### config.mk
export PLATFORM = sky130hd
export DESIGN_NAME = ysyx_22050612_mem_arbiter
export DESIGN_NICKNAME = d
export VERILOG_FILES = /design/src/rtl/ysyx_22050612_mem_arbiter.sv
export SDC_FILE = /design/constraint.sdc
export NUM_CORES = 1
export LEC_CHECK = 0
export CAP_MARGIN = 20
export CORE_AREA = 2 2 209 211
export CTS_BUF_LIST = sky130_fd_sc_hd__clkbuf_8
export DETAILED_ROUTE_END_ITERATION = 16
export DIE_AREA = 0 0 211 213
export PLACE_DENSITY = 0.68
export SLEW_MARGIN = 20
export SYNTH_ARGS = -nofsm -noshare
export SYNTH_HDL_FRONTEND = slang
export SYNTH_SLANG_ARGS = --single-unit
### constraint.sdc
create_clock -name clk -period 2.3 [get_ports clk]
set_clock_uncertainty 0.05 [all_clocks]
set_input_delay 0.46 -clock clk [delete_from_list [all_inputs] [get_ports clk]]
set_output_delay 0.46 -clock clk [all_outputs]
set_load 0.02 [all_outputs]
### src/rtl/ysyx_22050612_mem_arbiter.sv
// Memory port arbiter between IFU and LSU: one transaction in flight at a time.
// Optional `ARB_ROUND_ROBIN_EN replaces fixed LSU priority with round robin.
module ysyx_22050612_mem_arbiter #(
  parameter int unsigned TIMEOUT_CYCLES = 1023
) (
  input  logic        clk,
  input  logic        rst_n,
  input  logic        if_req_valid,
  output logic        if_req_ready,
  input  logic [63:0] if_addr,
  output logic        if_rsp_valid,
  output logic [63:0] if_rdata,
  output logic        if_err,
  input  logic        ls_req_valid,
  output logic        ls_req_ready,
  input  logic        ls_wen,
  input  logic [63:0] ls_addr,
  input  logic [63:0] ls_wdata,
  input  logic [7:0]  ls_wmask,
  output logic        ls_rsp_valid,
  output logic [63:0] ls_rdata,
  output logic        ls_err,
  output logic        mem_req_valid,
  input  logic        mem_req_ready,
  output logic        mem_wen,
  output logic [63:0] mem_addr,
  output logic [63:0] mem_wdata,
  output logic [7:0]  mem_wmask,
  input  logic        mem_rsp_valid,
  input  logic [63:0] mem_rdata
);

  typedef enum logic [1:0] {
    IDLE,
    REQ,
    WAIT,
    RSP
  } state_t;

  state_t      state_q, state_d;
  logic        owner_q;
  logic        wen_q;
  logic [63:0] addr_q;
  logic [63:0] wdata_q;
  logic [7:0]  wmask_q;
  logic [15:0] cnt_q;
  logic        err_q;
  logic [63:0] if_rdata_q;
  logic [63:0] ls_rdata_q;
  logic        grant_ls;
  logic        grant_if;
  logic        idle;
  logic        fire;
  logic        timeout;

`ifdef ARB_ROUND_ROBIN_EN
  logic last_q;

  // last_q: 0 = IFU granted last, 1 = LSU granted last
  always_comb begin
    grant_ls = ls_req_valid;
    if (ls_req_valid && if_req_valid)
      grant_ls = ~last_q;
  end

  always_ff @(posedge clk or negedge rst_n) begin
    if (!rst_n) last_q <= 1'b0;
    else if (fire) last_q <= grant_ls;
  end
`else
  assign grant_ls = ls_req_valid;
`endif

  assign grant_if = if_req_valid && !grant_ls;
  assign idle     = (state_q == IDLE) && rst_n;

  assign ls_req_ready = idle && grant_ls;
  assign if_req_ready = idle && grant_if;
  assign fire         = ls_req_ready || if_req_ready;

  assign timeout = cnt_q == 16'(TIMEOUT_CYCLES - 1);

  always_comb begin
    state_d = state_q;
    case (state_q)
      IDLE: if (fire) state_d = REQ;
      REQ:  if (mem_req_ready) state_d = WAIT;
      WAIT: if (mem_rsp_valid || timeout) state_d = RSP;
      RSP:  state_d = IDLE;
      default: state_d = IDLE;
    endcase
  end

  always_ff @(posedge clk or negedge rst_n) begin
    if (!rst_n) begin
      state_q    <= IDLE;
      owner_q    <= 1'b0;
      wen_q      <= 1'b0;
      addr_q     <= '0;
      wdata_q    <= '0;
      wmask_q    <= '0;
      cnt_q      <= '0;
      err_q      <= 1'b0;
      if_rdata_q <= '0;
      ls_rdata_q <= '0;
    end else begin
      state_q <= state_d;
      if (fire) begin
        owner_q <= grant_ls;
        wen_q   <= grant_ls && ls_wen;
        addr_q  <= grant_ls ? ls_addr : if_addr;
        wdata_q <= grant_ls ? ls_wdata : 64'h0;
        wmask_q <= (grant_ls && ls_wen) ? ls_wmask : 8'h00;
      end
      if (state_q == REQ && mem_req_ready)
        cnt_q <= '0;
      else if (state_q == WAIT)
        cnt_q <= cnt_q + 16'd1;
      if (state_q == WAIT) begin
        if (mem_rsp_valid) begin
          err_q <= 1'b0;
          if (owner_q) ls_rdata_q <= mem_rdata;
          else         if_rdata_q <= mem_rdata;
        end else if (timeout) begin
          err_q <= 1'b1;
          if (owner_q) ls_rdata_q <= '0;
          else         if_rdata_q <= '0;
        end
      end
    end
  end

  assign mem_req_valid = state_q == REQ;
  assign mem_wen       = wen_q;
  assign mem_addr      = addr_q;
  assign mem_wdata     = wdata_q;
  assign mem_wmask     = wmask_q;

  assign if_rsp_valid = (state_q == RSP) && !owner_q;
  assign ls_rsp_valid = (state_q == RSP) && owner_q;
  assign if_err       = if_rsp_valid && err_q;
  assign ls_err       = ls_rsp_valid && err_q;
  assign if_rdata     = if_rdata_q;
  assign ls_rdata     = ls_rdata_q;

endmodule
# After elaboration in Yosys (flattened, before gate mapping)
# Cells that the tools add are included.
dict set report word_totals {
  register_bits 285
  in_bits 271
  out_inout_bits 272
  elab_cells 59
}
dict set report op_classes {
  n_addsub 1
  n_eq_ne 7
  mux 19
  bitwise_logic 1
  n_reduce_logical 21
}
# operator n
set op_table {}
lappend op_table {{2-to-1 mux 64 bit} 10}
lappend op_table {{2-to-1 mux 16 bit} 2}
lappend op_table {{adder 16 x 1 -> 16 bit (second input constant)} 1}
lappend op_table {{== test 16 x 10 -> 1 bit (second input constant)} 1}
lappend op_table {{logical AND 1 bit} 10}
lappend op_table {{AND reduction 3 bit} 3}
lappend op_table {{2-to-1 mux 8 bit} 1}
lappend op_table {{case mux 2 bit (4 select lines)} 1}
lappend op_table {{2-to-1 mux 2 bit} 3}
lappend op_table {{== test 2 bit (second input constant)} 2}
lappend op_table {{!= test 2 bit (second input constant)} 2}
lappend op_table {{nonzero test 2 bit} 2}
lappend op_table {{== test 2 x 1 -> 1 bit (second input constant)} 1}
lappend op_table {{zero test 1 bit} 2}
lappend op_table {{zero test 2 bit} 1}
lappend op_table {{logical OR 1 bit} 2}
lappend op_table {{2-to-1 mux 1 bit} 2}
lappend op_table {{!= test 2 x 1 -> 1 bit (second input constant)} 1}
lappend op_table {{AND reduction 2 bit} 1}
lappend op_table {{NOT 1 bit} 1}

# Longest topological paths before layout
# Gate-level depths: netlist of run 1.
dict set report logic_depth {
  word_depth 6
  mapped_depth 8
  depth_no_buf 6
}

# Least setup slack after synthesis of run 1
# No wires, ideal clock.
dict set report synth_path {
  path_kind {input-to-output}
  start {input ls_req_valid}
  end {output if_req_ready}
  arrival_time_ns 1.588
  required_time_ns 1.790
  slack_ns 0.202
  stages 4
  n_path_buf 3
  cell_sequence {clkbuf_1 buf_2 buf_1 and4b_1}
}
dict set report synth_via {
  elab_chain_len 3
}
# item line_no
set synth_rtl {}
lappend synth_rtl {{start: declaration} 14} ;# input logic ls_req_valid,
lappend synth_rtl {{zero test 1 bit} 74} ;# assign grant_if = if_req_valid && !grant_ls;
lappend synth_rtl {{logical AND 1 bit} 74}
lappend synth_rtl {{logical AND 1 bit} 78} ;# assign if_req_ready = idle && grant_if;
lappend synth_rtl {{end: declaration} 9} ;# output logic if_req_ready,
# No other way between the ends.

# Worst setup path in the final report of run 1
dict set report layout_path {
  start {register cnt_q[0]}
  end {register ls_rdata_q[39] (netlist: ls_rdata[39])}
}
dict set report layout_via {
  elab_chain_len 3
}
# item line_no
set layout_rtl {}
lappend layout_rtl {{start: declaration} 46} ;# logic [15:0] cnt_q;
lappend layout_rtl {{start signal: assignment} 118} ;# cnt_q <= cnt_q + 16'd1;
lappend layout_rtl {{== test 16 x 10 -> 1 bit} 81} ;# assign timeout = cnt_q == 16'(TIMEOUT_CYCLES - 1);
lappend layout_rtl {{nonzero test 2 bit (no source line)} n/a}
lappend layout_rtl {{AND reduction 3 bit (no source line)} n/a}
lappend layout_rtl {{end signal: assignment} 122} ;# if (owner_q) ls_rdata_q <= mem_rdata;
lappend layout_rtl {{end: declaration} 49} ;# logic [63:0] ls_rdata_q;
# No other way between the ends.
# A chain may end at the register's enable or synchronous reset.

==> results.md, run 1 <==
* # clock sinks at ~290
* Syn Nets at about 1100
* Fin area at 0.0184 sq mm
* Die Ht at 213 microns
* Unrepaired setup endpoints after global routing: yes
* First-pass GRT wire length at 55900 microns
* Global route overflow at 0
* Fill count at roughly 4000
* Multi-input gate area at 0.00366 sq mm
* DP Area at ~0.017 sq mm
* Final core utilization at 43.0%
* Library cells used by synthesis at 34
* Antenna violations before repair at 0
* R2R setup slack at 0.09 ns
* Crit-path max FO at 64
* Part of the cycle the worst path needs at 96.0%
* GRT Util Overall at 16.1%
* Max Clk Rate at 0.453 GHz
* CP Class: reg -> reg
* Pre-antenna DRT Iters at 4
* Clk pwr share at 20.4%
* CORE AREA at between 0.04 and 0.05 sq mm
* Sequential Area at just over 0.007 sq mm
* Die W at 211 microns
* Synthesized cell area at 0.0110 sq mm
* Final nets at 1681
* Seq/Total Area, Yosys at 64.6%
* # IOs at 543
* Clock H-tree levels at 2
* DRC viols at 0
* Row count at 76
* Slew margin rel. at a little under 30%
* FF-to-FF path depth at 8
* Endpoint type of the worst setup path: register
* Skew-Pair Late Insertion Delay at 0.60 ns
* Sw Ratio at 36.8%
* Setup crit end: ls_rdata[39]
* Origin of the critical flop-to-flop path: cnt_q[0]
* CTS tree: built
* YS warnings at 0
* Vias in the first global route at between 9000 and 10000
* #FFs+latches synth at around 290
* Gate Count Post-Synth at 849
* Hold Crit Class: in -> reg
* Share of post-route cells with drive strength above 1 at 9.17%
* Vias/cell at between 4 and 5
* Post-route ant nets at 0
* GPL Wtd Cong at 0.788
* Setup ws final at 0.0928 ns
* Final min period at 2.21 ns
* Commonest non-fill, non-tap cell in the layout: clkdlybuf4s50_1
* Setup bufs post-CTS at 0
* Seq pwr share at 34.1%
* Final number of setup-violating endpoints at 0
* Post-Route WL at 37900 microns
* DRT iter0 DRCs at 742
* Vias at 9310
* Dpl ws at 0.0676 ns
* Slew @ Worst Pin at between 1 and 1.5 ns
* Clock Path Buffers at 3
* Post-synth top area share at 64.6%
* DR WL/cell at 19.1 microns
* Psw at 0.00908 W
* Leakage power at 8.33 nW
* Top cells by area, synth: dfrtp_1 (65%), a22o_1 (16%), mux2i_1 (6.0%)
* Clock Pin Slew Worst Setup and Hold Paths at 0.06 ns
* Crit path required time at 2.74 ns
* Initial Utilization at 25.9%
* Power density over the cells at 1340 mW/mm^2
* Internal Power at 0.0156 W
* Reg2reg end: ls_rdata[39]
* CP arrival at about 2.7 ns
* Max-slew violations at 0
* Largest net degree at the start of global routing at 169
* CP Launch Type: register
* Commonest cells after routing, fill and taps aside: clkdlybuf4s50_1 (531), dfrtp_1 (285), a22o_1 (200), nand2_1 (74), o21ai_0 (69)
* Inserted Clock Buffers at 50
* Critical Path Source: cnt_q[0]
* Hold Slack at 0.217 ns
* # port buffers at 542
* Antenna diodes at 0
* Die area at 0.0449 sq mm
* Post-synthesis average cell area at ~13 sq um
* Final hold violations at 0
* Area delta synth->final at 66.2%
* VDD IR max at 607 uV
* HPWL Detailed at between 20000 and 30000 microns
* Max-cap viol count at 0
* Combinational group share of total power at 45.5%
* Outcome: finished clean
* Clk root buf: clkbuf_8
* Synth area leader: dfrtp_1
per-layer routing:
layer / GRT usage, % / routed length (microns) / vias to the layer above
met2: 27.0 / 18300 / 439
met5: 0 / 0 / -
li1: - / - / 4252
met1: 18.8 / 15000 / 4556
met4: 6.29 / 1190 / 0
met3: 5.75 / 3440 / 63
kinds of logic (layout without fill, tap and decap cells):
| family | after synthesis | count (layout) | synth area share (%) |
|---|---|---|---|
| multiplexers | 67 | 67 | 6.08 |
| AND/OR/NAND/NOR | 125 | 125 | 5.23 |
| XOR/XNOR | 11 | 11 | 0.872 |
| flip-flops | 285 | 285 | 64.6 |
| buffers and inverters | 73 | 664 | 2.64 |
| adder cells (fa/ha/maj) | 7 | 7 | 0.793 |
| AO/OA/AOI/OAI | 281 | 281 | 19.8 |
how the worst min path moves through the flow:
stage	startpoint	end	slack [ns]	cells after the start
3_3_place_gp	mem_wen	mem_wen	0.41	1
5_1_grt	ls_req_valid	mem_addr[31]	0.20	3
3_5_place_dp	mem_addr[10]	mem_addr[10]	0.42	2
6_report	ls_req_valid	mem_addr[31]	0.22	3
4_1_cts	ls_req_valid	mem_addr[31]	0.15	3
2_1_floorplan	rst_n	cnt_q[0]	0.11	0
through the flow:
step                total power, W  setup TNS (ns)  instances
floorplan                   0.0135               0        849
global placement            0.0196               0       1896
detailed placement          0.0197               0       1896
CTS                         0.0249               0       1986
global route                0.0259         -0.0207       1986
finish                      0.0247               0       1986
sequential cells by signal, summed over array words and instances, names as in the netlist:
signal / cells
mem_wmask: 8
mem_wen: 1
mem_addr: 64
err_q: 1
if_rdata: 64
owner_q: 1
mem_wdata: 64
cnt_q: 16
state_q: 2
ls_rdata: 64
worst max-delay path: stages (launching register included):
cell and delay (ns):
dfrtp_1 0.38, inv_1 0.06, ha_1 0.13, or4b_4 0.48, nor4_4 0.23, buf_4 0.20
o211ai_4 0.09, buf_12 0.21, a22o_1 0.24
Yosys cell counts, drive strengths merged:
| cell type | number |
|---|---|
| nor2 | 15 |
| xnor2 | 6 |
| or4 | 1 |
| inv | 5 |
| a22oi | 1 |
| o21ai | 70 |
| nor4 | 4 |
| nor2b | 3 |
| nand2 | 74 |
| nand4 | 3 |
| clkbuf | 41 |
| a22o | 200 |
| nand2b | 2 |
| nor3 | 2 |
| mux2i | 66 |
| and2 | 4 |
| and4b | 1 |
| xor2 | 5 |
| o211ai | 2 |
| or3 | 4 |
| buf | 27 |
| a21oi | 6 |
| and3 | 4 |
| nand3 | 7 |
| ha | 7 |
| dfrtp | 285 |
| or4b | 1 |
| mux2 | 1 |
| a21o | 2 |
power by group through the flow:
stage | logic, W | registers, W | clock network [W]
after global placement | 0.0112 | 0.00840 | 0
final | 0.0112 | 0.00841 | 0.00503
after global routing | 0.0118 | 0.00865 | 0.00544
after floorplan | 0.00278 | 0.0108 | 0
after CTS | 0.0113 | 0.00840 | 0.00520
after detailed placement | 0.0113 | 0.00842 | 0
area by class of cell:
class | count | share of cell area, %
clock buffer | 61 | 4.57
clock inverter | 28 | 1.36
inverter | 5 | 0.102
multi-input combinational | 491 | 19.9
sequential | 285 | 38.9
tap | 546 | 3.72
timing repair buffer | 570 | 31.5
repair_timing:
item / in CTS / in global routing
hold endpoints to repair: 149 / 0
hold buffers: 1 / 0
resized for setup: 30 / 3
setup endpoints to repair: 9 / 76
No activity file was read; power rests on OpenSTA's default activity.
==> run 2: changes to the inputs <==
SLEW_MARGIN = default   (was 20)
==> results of run 2 <==
Same layout as run 1: the final DEF is identical, and so are final timing and power.
==> run 3: changes to the inputs <==
SLEW_MARGIN = 40   (was default)
==> results.md, run 3 (same netlist as run 1, synthesis figures left out) <==
* Final number of setup-violating endpoints at 0
* DRT iter0 DRCs at 750
* Slew @ Worst Pin at 0.657 ns
* Psw at 0.00912 W
* Vias/cell at between 4 and 5
* CP Class: reg -> out
* Area delta synth->final at 67.5%
* Seq pwr share at 33.8%
* Clock Path Buffers at 3
* VDD IR max at 556 uV
* Worst Hold Depth at 3
* Post-Route WL at about 39000 microns
* Skew-Pair Late Insertion Delay at between 0.6 and 0.7 ns
* Final min period at 2.20 ns
* FF-to-FF path depth at 7
* Share of post-route cells with drive strength above 1 at 9.47%
* Power density over the cells at 1350 mW/mm^2
* Hold Crit Class: in -> reg
* Reg2reg end: ls_rdata[54]
* Initial Utilization at 25.9%
* Vias in the first global route at 9531
* Antenna diodes at 0
* Global route overflow at 0
* Clk pwr share at 20.9%
* Die W at 211 microns
* Antenna violations before repair at 0
* Clock H-tree levels at 2
* Largest net degree at the start of global routing at 119
* Internal Power at 0.0158 W
* Die area at 0.0449 sq mm
* First-pass GRT wire length at approximately 57000 microns
* CP arrival at 1.69 ns
* Max-slew violations at 0
* Commonest cells after routing, fill and taps aside: clkdlybuf4s50_1 (531), dfrtp_1 (284), a22o_1 (200), nand2_1 (74)
* GRT Util Overall at 16.4%
* Final core utilization at 43.3%
* # port buffers at 542
* Max-cap viol count at 0
* R2R setup slack at 0.11 ns
* Crit path required time at ~1.8 ns
* Hold Slack at 0.212 ns
* Clock Pin Slew Worst Setup and Hold Paths at 0.06 ns
* HPWL Detailed at 28100 microns
* GPL Wtd Cong at 0.788
* Leakage power at 8.39 nW
* Power consumption at ~0.025 W
* Combinational group share of total power at 45.4%
* DRC viols at 0
* Part of the cycle the worst path needs at ~96%
* Die Ht at ~210 microns
* Pre-antenna DRT Iters at 5
* # IOs at 543
* # clock sinks at between 200 and 300
* Final hold violations at 0
* Hold path start: ls_req_valid
* Fill count at 3997
* Post-route ant nets at 0
* Final nets at 1685
* Inserted Clock Buffers at 50
* Crit-path max FO at 5
* Worst Hold End: mem_addr[31]
* Commonest non-fill, non-tap cell in the layout: clkdlybuf4s50_1
* Origin of the critical flop-to-flop path: cnt_q[1]
* Slew margin rel. at 56.2%
* Sw Ratio at 36.6%
* TNS Setup at 0 ns
* Vias at 9404
* Row count at 76
* Max Clk Rate at 0.454 GHz
* CTS tree: built
* DR WL/cell at between 15 and 20 microns
* Outcome: finished clean
* Clk root buf: clkbuf_8
* CORE AREA at 0.0427 sq mm
* CP Launch Type: register
* Endpoint type of the worst setup path: output pin
run 3: area by class of cell:
class / count / area (sq um) / area share (%)
clock buffers: 69 / 950 / 5.13
clock inverters: 23 / 193 / 1.04
inverters: 5 / 18.8 / 0.101
multi-input cells: 491 / 3670 / 19.8
flip-flops and latches: 285 / 7130 / 38.5
well taps: 546 / 683 / 3.69
repair buffers: 574 / 5850 / 31.6
run 3: worst max-delay path, stage by stage, from the launching register on:
cell	delay (ns)
dfrtp_1	0.43
inv_2	0.12
ha_4	0.17
and3_2	0.22
buf_4	0.15
run 3: what timing repair did:
item	in CTS	in global routing
pin swaps	0	0
endpoints found under the hold margin	180	0
hold buffers	1	0
cloned	0	1
gates resized for setup	33	5
setup buffers	0	2
endpoints found under the setup margin	9	15
run 3: worst max-delay path by stage:
stage	from	to	slack, ns	cells past startpoint
floorplan	ls_req_valid	if_req_ready	0.20	4
global placement	if_req_valid	if_req_ready	0.06	3
detailed placement	if_req_valid	if_req_ready	0.05	3
CTS	state_q[0]	ls_req_ready	-0.01	4
global route	state_q[0]	ls_req_ready	-0.003	4
finish	state_q[0]	ls_req_ready	0.1	4
run 3: power by group through the flow:
stage               logic [W]  registers, W  clock network [W]
floorplan             0.00278        0.0108                  0
global placement       0.0112       0.00840                  0
detailed placement     0.0113       0.00843                  0
CTS                    0.0114       0.00841            0.00537
global route           0.0120       0.00866            0.00560
finish                 0.0113       0.00841            0.00520
run 3: metal layers:
metal | share of wire, % | global-route usage [%]
met3 | 9.0 | 6.03
met4 | 2.1 | 4.76
met5 | 0 | 0
met2 | 50 | 27.8
met1 | 39 | 19.4
run 3: per-stage QoR:
stage / worst slack [ns] / std cells / area [sq um]
2_1_floorplan: 0.202 / 849 / 11000
3_3_place_gp: 0.0628 / 1896 / 17300
3_5_place_dp: 0.0518 / 1897 / 17300
4_1_cts: -0.0116 / 1990 / 18500
5_1_grt: -0.00280 / 1993 / 18500
6_report: 0.0970 / 1993 / 18500
